<file path="config.mk">
export PLATFORM = sky130hd
export DESIGN_NAME = coin_renderer
export DESIGN_NICKNAME = d
export VERILOG_FILES = /design/src/rtl/coin_pkg.sv /design/src/rtl/coin_box_counter.sv /design/src/rtl/coin_renderer.sv
export SDC_FILE = /design/constraint.sdc
export NUM_CORES = 1
export LEC_CHECK = 0
export CAP_MARGIN = 20
export CORE_MARGIN = 2
export CORE_UTILIZATION = 51
export DETAILED_ROUTE_END_ITERATION = 10
export PLACE_DENSITY_LB_ADDON = 0.25
export SETUP_SLACK_MARGIN = 0.3
export SKIP_LAST_GASP = 1
export SLEW_MARGIN = 20
export SYNTH_ARGS = -nofsm -noshare
export SYNTH_HDL_FRONTEND = slang
export SYNTH_HIERARCHICAL = 1
export SYNTH_SLANG_ARGS = --single-unit
export TNS_END_PERCENT = 1
</file>
<file path="constraint.sdc">
create_clock -name clock -period 2.2 [get_ports clock]
set_input_delay 0.44 -clock clock [delete_from_list [all_inputs] [get_ports clock]]
set_output_delay 0.44 -clock clock [all_outputs]
set_load 0.05 [all_outputs]
</file>
<file path="src/rtl/coin_pkg.sv">
// Shared constants for the coin subsystem: memory word layout, box geometry,
// screen clipping limits and the renderer state encoding.
package coin_pkg;

    localparam int unsigned NUM_COINS = 10;
    localparam int unsigned COIN_W    = 4;
    localparam int unsigned COIN_L    = 4;
    localparam int unsigned SCREEN_W  = 160;
    localparam int unsigned SCREEN_H  = 120;

    localparam int unsigned COIN_EXISTS_BIT = 15;
    localparam int unsigned COIN_X_MSB      = 14;
    localparam int unsigned COIN_X_LSB      = 7;
    localparam int unsigned COIN_Y_MSB      = 6;
    localparam int unsigned COIN_Y_LSB      = 0;

    localparam logic [2:0] COIN_COLOUR = 3'b110;
    localparam logic [2:0] BG_COLOUR   = 3'b000;

    localparam int unsigned DX_W = (COIN_W > 1) ? $clog2(COIN_W) : 1;
    localparam int unsigned DY_W = (COIN_L > 1) ? $clog2(COIN_L) : 1;

    typedef enum logic [2:0] {
        StIdle,
        StFetch,
        StWait,
        StLatch,
        StDraw,
        StDone
    } coin_state_e;

endpackage

</file>
<file path="src/rtl/coin_box_counter.sv">
// Nested pixel counter for one coin box: dx advances every enabled cycle,
// dy advances when dx wraps; last flags the final pixel of the box.
module coin_box_counter
    import coin_pkg::*;
(
    input  logic            clk_i,
    input  logic            reset_i,
    input  logic            clear_i,
    input  logic            en_i,
    output logic [DX_W-1:0] dx_o,
    output logic [DY_W-1:0] dy_o,
    output logic            last_o
);

    logic [DX_W-1:0] dx_q, dx_d;
    logic [DY_W-1:0] dy_q, dy_d;
    logic            dx_wrap;
    logic            dy_wrap;

    assign dx_wrap = (dx_q == DX_W'(COIN_W - 1));
    assign dy_wrap = (dy_q == DY_W'(COIN_L - 1));

    always_comb begin
        dx_d = dx_q;
        dy_d = dy_q;
        if (clear_i) begin
            dx_d = '0;
            dy_d = '0;
        end else if (en_i) begin
            dx_d = dx_wrap ? '0 : dx_q + 1'b1;
            if (dx_wrap) begin
                dy_d = dy_wrap ? '0 : dy_q + 1'b1;
            end
        end
    end

    always_ff @(posedge clk_i) begin
        if (reset_i) begin
            dx_q <= '0;
            dy_q <= '0;
        end else begin
            dx_q <= dx_d;
            dy_q <= dy_d;
        end
    end

    assign dx_o   = dx_q;
    assign dy_o   = dy_q;
    assign last_o = dx_wrap && dy_wrap;

endmodule

</file>
<file path="src/rtl/coin_renderer.sv">
// Scans the coin memory once per start pulse and plots each slot as a box,
// in the coin colour when present and in the background colour when cleared.
module coin_renderer
    import coin_pkg::*;
(
    input  logic        clock,
    input  logic        reset,
    input  logic        start,
    input  logic        mem_grant,
    input  logic [15:0] mem_q,
    output logic [4:0]  mem_addr,
    output logic [7:0]  vga_x,
    output logic [6:0]  vga_y,
    output logic [2:0]  vga_colour,
    output logic        plot,
    output logic        busy,
    output logic        done
);

    coin_state_e     state_q;
    logic [4:0]      slot_q;
    logic            exists_q;
    logic [7:0]      cx_q;
    logic [6:0]      cy_q;
    logic [4:0]      mem_addr_q;
    logic [7:0]      vga_x_q;
    logic [6:0]      vga_y_q;
    logic [2:0]      vga_colour_q;
    logic            plot_q;
    logic            busy_q;
    logic            done_q;

    logic [DX_W-1:0] dx;
    logic [DY_W-1:0] dy;
    logic            box_last;
    logic            box_clear;
    logic            box_en;
    logic [8:0]      sum_x;
    logic [7:0]      sum_y;

    assign box_clear = (state_q == StLatch);
    assign box_en    = (state_q == StDraw);

    coin_box_counter u_box (
        .clk_i   (clock),
        .reset_i (reset),
        .clear_i (box_clear),
        .en_i    (box_en),
        .dx_o    (dx),
        .dy_o    (dy),
        .last_o  (box_last)
    );

    // One bit wider than the coordinates so off-screen sums are not hidden by wrap.
    assign sum_x = {1'b0, cx_q} + 9'(dx);
    assign sum_y = {1'b0, cy_q} + 8'(dy);

    always_ff @(posedge clock) begin
        if (reset) begin
            state_q      <= StIdle;
            slot_q       <= '0;
            exists_q     <= 1'b0;
            cx_q         <= '0;
            cy_q         <= '0;
            mem_addr_q   <= '0;
            vga_x_q      <= '0;
            vga_y_q      <= '0;
            vga_colour_q <= '0;
            plot_q       <= 1'b0;
            busy_q       <= 1'b0;
            done_q       <= 1'b0;
        end else begin
            plot_q <= 1'b0;
            done_q <= 1'b0;
            unique case (state_q)
                StIdle: begin
                    busy_q <= start;
                    if (start) begin
                        slot_q     <= '0;
                        mem_addr_q <= '0;
                        state_q    <= StFetch;
                    end
                end
                StFetch: begin
                    if (mem_grant) state_q <= StWait;
                end
                StWait: begin
                    state_q <= StLatch;
                end
                StLatch: begin
                    exists_q <= mem_q[COIN_EXISTS_BIT];
                    cx_q     <= mem_q[COIN_X_MSB:COIN_X_LSB];
                    cy_q     <= mem_q[COIN_Y_MSB:COIN_Y_LSB];
                    state_q  <= StDraw;
                end
                StDraw: begin
                    vga_x_q      <= sum_x[7:0];
                    vga_y_q      <= sum_y[6:0];
                    vga_colour_q <= exists_q ? COIN_COLOUR : BG_COLOUR;
                    plot_q       <= (sum_x < 9'(SCREEN_W)) && (sum_y < 8'(SCREEN_H));
                    if (box_last) begin
                        if (slot_q == 5'(NUM_COINS - 1)) begin
                            state_q <= StDone;
                        end else begin
                            slot_q     <= slot_q + 5'd1;
                            mem_addr_q <= slot_q + 5'd1;
                            state_q    <= StFetch;
                        end
                    end
                end
                StDone: begin
                    // busy stays high alongside the done pulse; it drops in IDLE.
                    done_q  <= 1'b1;
                    state_q <= StIdle;
                end
                default: begin
                    state_q <= StIdle;
                end
            endcase
        end
    end

    assign mem_addr   = mem_addr_q;
    assign vga_x      = vga_x_q;
    assign vga_y      = vga_y_q;
    assign vga_colour = vga_colour_q;
    assign plot       = plot_q;
    assign busy       = busy_q;
    assign done       = done_q;

endmodule

</file>
======== After elaboration in Yosys (flattened, before gate mapping) ========
Cells that the tools add are included.
word-level totals
  bits in registers ....................... 49
  latch bits .............................. 0
  bits in writable memories ............... 0
  memory bits (read-only) ................. 0
  output and inout bits ................... 26
  logic and storage cells ................. 55
  memories ................................ 0
operators by class
  add/subtract/negate cells ............... 5
  multipliers ............................. 0
  div/mod/pow operators ................... 0
  magnitude comparators ................... 2
  equal/unequal tests ..................... 12
  shift-type cells ........................ 0
  mux-type cells .......................... 13
  bitwise operators ....................... 1
  reduce and logical (&&, ||, !) cells .... 9
operators with widths
  kind                                                                          number
  3-bit 2-to-1 mux                                                              5
  5-bit 2-to-1 mux                                                              3
  3-bit one-hot mux with 5 select lines                                         1
  5-bit one-hot mux with 2 select lines                                         1
  8-bit by 2-bit adder with 9-bit output                                        1
  9-bit by 8-bit less-than comparator with 1-bit output, second input constant  1
  7-bit by 2-bit adder with 8-bit output                                        1
  8-bit by 7-bit less-than comparator with 1-bit output, second input constant  1
  2-bit inequality test, second input constant                                  4
  3-bit by 2-bit equality test with 1-bit output, second input constant         2
  3-bit equality test, second input constant                                    2
  5-bit by 1-bit adder with 5-bit output, second input constant                 1
  5-bit by 4-bit equality test with 1-bit output, second input constant         1
  2-bit by 1-bit adder with 2-bit output, second input constant                 2
  2-bit equality test, second input constant                                    2
  2-bit 2-to-1 mux                                                              2
  4-bit AND reduction                                                           1
  2-bit OR reduction                                                            2
  3-bit by 1-bit equality test with 1-bit output, second input constant         1
  3-bit zero test                                                               1
  3-bit AND reduction                                                           1
  1-bit logical AND                                                             2
  2-bit AND reduction                                                           1
  2-bit nonzero test                                                            1
  2 further kinds                                                               2

======== Longest topological paths before layout ========
  word-level depth ........................ 4
  gate-level depth with buffers ........... 8
  depth with buffers taken out ............ 7

======== By module ========
The synthesis kept the hierarchy.
by module, submodules not included
  module            times used  cells each  area an instance (µm²)  sequential area each (µm²)
  coin_renderer     1           248         2093.3                  860.8
  coin_box_counter  1           19          201.4                   80.1

======== Worst setup path before layout ========
Ideal clock, no wire load.
  path type ............................... register to register
  start point ............................. register u_box.dy_q[0] (netlist: u_box/dy_o[0])
  end point ............................... register plot_q (netlist: plot)
  arrival time ............................ 1.785 ns
  data required time ...................... 2.072 ns
  path slack .............................. 0.287 ns
  stages on the path, launching flop included .. 7
  period minus slack after synthesis ...... 1.913 ns
  cell sequence ........................... dfxtp_1 ha_1 inv_1 fa_1 or4b_2 a21oi_1 a2111oi_2
between the ends
  word-level cells in the longest chain between the ends .. 3
RTL lines
  element                                                RTL line                source
  start, declared                                        coin_box_counter.sv:16  logic [DY_W-1:0] dy_q, dy_d;
  start signal, assigned                                 coin_box_counter.sv:43  dy_q <= dy_d;
  7-bit by 2-bit adder with 8-bit output                 coin_renderer.sv:56     assign sum_y = {1'b0, cy_q} + 8'(dy);
  8-bit by 7-bit less-than comparator with 1-bit output  coin_renderer.sv:100    plot_q <= (sum_x < 9'(SCREEN_W)) && (sum_y < 8'(SCREEN_H));
  1-bit logical AND                                      coin_renderer.sv:100
  end signal, assigned                                   coin_renderer.sv:100
  end, declared                                          coin_renderer.sv:29     logic plot_q;
No other way between the ends.
A chain may end at the register's enable or synchronous reset.

======== Worst setup path after layout ========
Same ends and word-level chain as after synthesis.

==> results.toml <==
[outcome]
status = "completed"

[critical_path]
worst_r2r_startpoint = "u_box/dy_o[0]"
critical_path_required_ps = 2380
critPathMaxFanout = 4
reg2reg_depth = 6
critPathLaunch = "u_box/dy_o[0]"
critPathLaunchType = "register"
end_kind = "register"
cp_cell_sequence = "ha_1 > inv_1 > fa_2 > or4b_2 > a21oi_2 > a2111oi_2"
critical-path-slowest-cell = "or4b_2"
reg2reg_setup_slack_ps = 210
crit-reg2reg-capture = "plot"
path_buf_inv = 1
slowest_delay_ps = 650
worstSetupPathType = "register to register"
cp.arrival_ps = 2170
path_delay_family = "simple AND/OR/NAND/NOR gates"

[synthesis]
synth_fp_nets = 297
postSynthCellCount = 267
synth_cell_types = 50
ys_seq_area_share_pct = 41.0
yosys-top-cells-area = "dfxtp_1 (41%), nand2_1 (8.5%), a21oi_1 (6.5%), ha_1 (4.4%), nor2_1 (3.8%)"
synth_common_cells = "nand2_1 (52), dfxtp_1 (47), a21oi_1 (30), nor2_1 (23), inv_1 (10)"
async_reset_ff_share_pct = 0
ys_seq_elements = 47
syn_area_sq_um = 2290
ys_warn_count = 6
yosysMostFrequentCell = "nand2_1"
synth_top_area_share_pct = 41.0
synth_edf_count = 0
yosysTopAreaCell = "dfxtp_1"
syn_avg_cell_area_sq_um = 8.59
synthFlopType = "dfxtp_1"

[die]
coreArea_sq_um = 4350
start_util_pct = 52.7
chipWidth_microns = 71.1
ios = 46
die_h_microns = 71.1
fp-row-count = 24
dieArea_sq_um = 5050

[layout]
n_antenna_cell = 0
drive_above_1_share_pct = 9.74
fin_cells = 360
nFillCells = 382
area_growth_pct = 22.7
fin_area_sq_um = 2820
final_nets = 337
multi_input_area_sq_um = 1200
seq_area_sq_um = 941
finalCoreUtilization_pct = 64.7

[routing]
num_vias = 1877
drc = 0
first_iter_violations = 83
wl_per_cell_microns = 12.5
wl_microns = 4520
via_per_inst = 5.21
ant_nets = 0
dr.pass1.iters = 6

[timing]
setup_tns_ps = 0
worst_pin_slew_ps = 533
post-route-period-util_pct = 90.3
finalCriticalPeriod_ps = 1990
fmax_mhz = 503
rsz0062_at_grt = "yes"
hold_viol = 0
relSlewSlack_pct = 64.4
skew_ps = 9.36
drv_slew = 0
setup_viol = 0

[power_and_ir_drop]
finalPower_mw = 1.54
vdd_drop_max_uv = 429
leakagePower_nw = 0.958
power_density_nw_per_um2 = 548

[grt]
grt_overflow = 0
grt_pass1_vias = 1795
grt_pass1_wl_microns = 8080
grt_start_max_net_pins = 35
track_usage_pct = 20.0
antenna_found_initial = 0

[clock_tree]
cts_tree = "yes"
post_cts_buffers = 0
clk_path_buf_depth = 2
cts_made_buffers = 5
htree_levels = 2
root_buffer = "clkbuf_8"
clkTransAtPathRegs_ps = 90
clock_sinks = 47
clk_latency_ps = 300

[placed_design]
place_inst = 352
port_buffers = 44
place.gp.congestion = 0.805
placed_cell_area_sq_um = 2730
dp_hpwl_microns = 3270

[hold_path]
hold_path.class = "register to register"
min_from = "exists_q"
hold_depth = 2
hold_end = "exists_q"

[job]
cap_violations = 0
==> power breakdown <==
group	internal (mW)	switching, mW
clock network	0.222	0.289
registers	0.864	0.0177
logic	0.0709	0.0779
total	1.16	0.385
==> registers in the layout, indices dropped and copies added, names as in the netlist <==
register	count
cx_q	8
vga_x	8
cy_q	7
vga_y	7
mem_addr	5
state_q	3
u_box/dx_o	2
u_box/dy_o	2
busy	1
done	1
exists_q	1
plot	1
vga_colour	1
==> per-layer routing <==
metal / track usage, % / vias to the layer above / wire length [microns]
li1: - / 983 / -
met1: 27.5 / 854 / 2170
met2: 31.3 / 33 / 2080
met3: 3.56 / 7 / 189
met4: 8.18 / 0 / 84
met5: 0 / - / 0
==> area by class of cell <==
| type | instances | area share [%] |
|---|---|---|
| Clock inverter | 2 | 0.444 |
| Clock buffer | 6 | 2.58 |
| Tap cell | 52 | 2.31 |
| Multi-Input combinational cell | 193 | 42.7 |
| Sequential cell | 47 | 33.4 |
| Timing Repair Buffer | 48 | 16.8 |
| Inverter | 12 | 1.78 |
==> worst max path at each step <==
stage / cells past startpoint / to / slack, ps
after CTS: 1 / mem_addr[1] / 160
final: 6 / plot / 210
after global routing: 6 / plot / 120
after detailed placement: 6 / plot / 240
after global placement: 6 / plot / 270
after floorplan: 6 / plot / 330
==> layout by cell type (no fill, tap or decap), types with 3 or more instances in the layout <==
cell / count
nand2_1: 52
dfxtp_1: 47
clkdlybuf4s50_1: 42
a21oi_1: 29
nor2_1: 23
inv_1: 10
a211oi_1: 8
ha_1: 8
xnor2_1: 7
xor2_1: 5
nand3_1: 5
clkbuf_8: 5
nand4_1: 4
buf_4: 4
a211oi_2: 3
a31oi_1: 3
o21ai_0: 3
or3_1: 3
or2_2: 3
nor3_1: 3
mux2i_1: 3
==> worst reg2reg max path, delay by kind of cell, from the launching register on <==
family | cells | cell delay [ps]
simple gates | 1 | 650
fa+ha+maj | 2 | 530
flops | 1 | 380
compound gates | 2 | 240
buf+inv | 1 | 60
==> through the flow <==
step,hold WS (ps),setup slack (ps)
after CTS,461,158
final,457,213
after global placement,444,271
after global routing,487,117
after detailed placement,449,239
after floorplan,432,331
==> cells by family (layout without fill, tap and decap cells) <==
family                   count (synthesis)  in the layout  share of synthesized area (%)
AO/OA/AOI/OAI                           57             57                           16.4
XOR/XNOR                                12             12                           4.58
adder cells (fa/ha/maj)                 10             10                           6.11
buffers and inverters                   27             68                           6.87
flip-flops                              47             47                           41.0
multiplexers                             4              4                           1.80
other                                    1              1                          0.163
AND/OR/NAND/NOR                        109            109                           23.1
==> what timing repair did <==
action	in CTS	in global routing
hold buffers	0	0
resized for setup	1	1
cloned	0	0
setup endpoints to repair	12	24
Note: power is estimated with default switching activity, not from simulation.
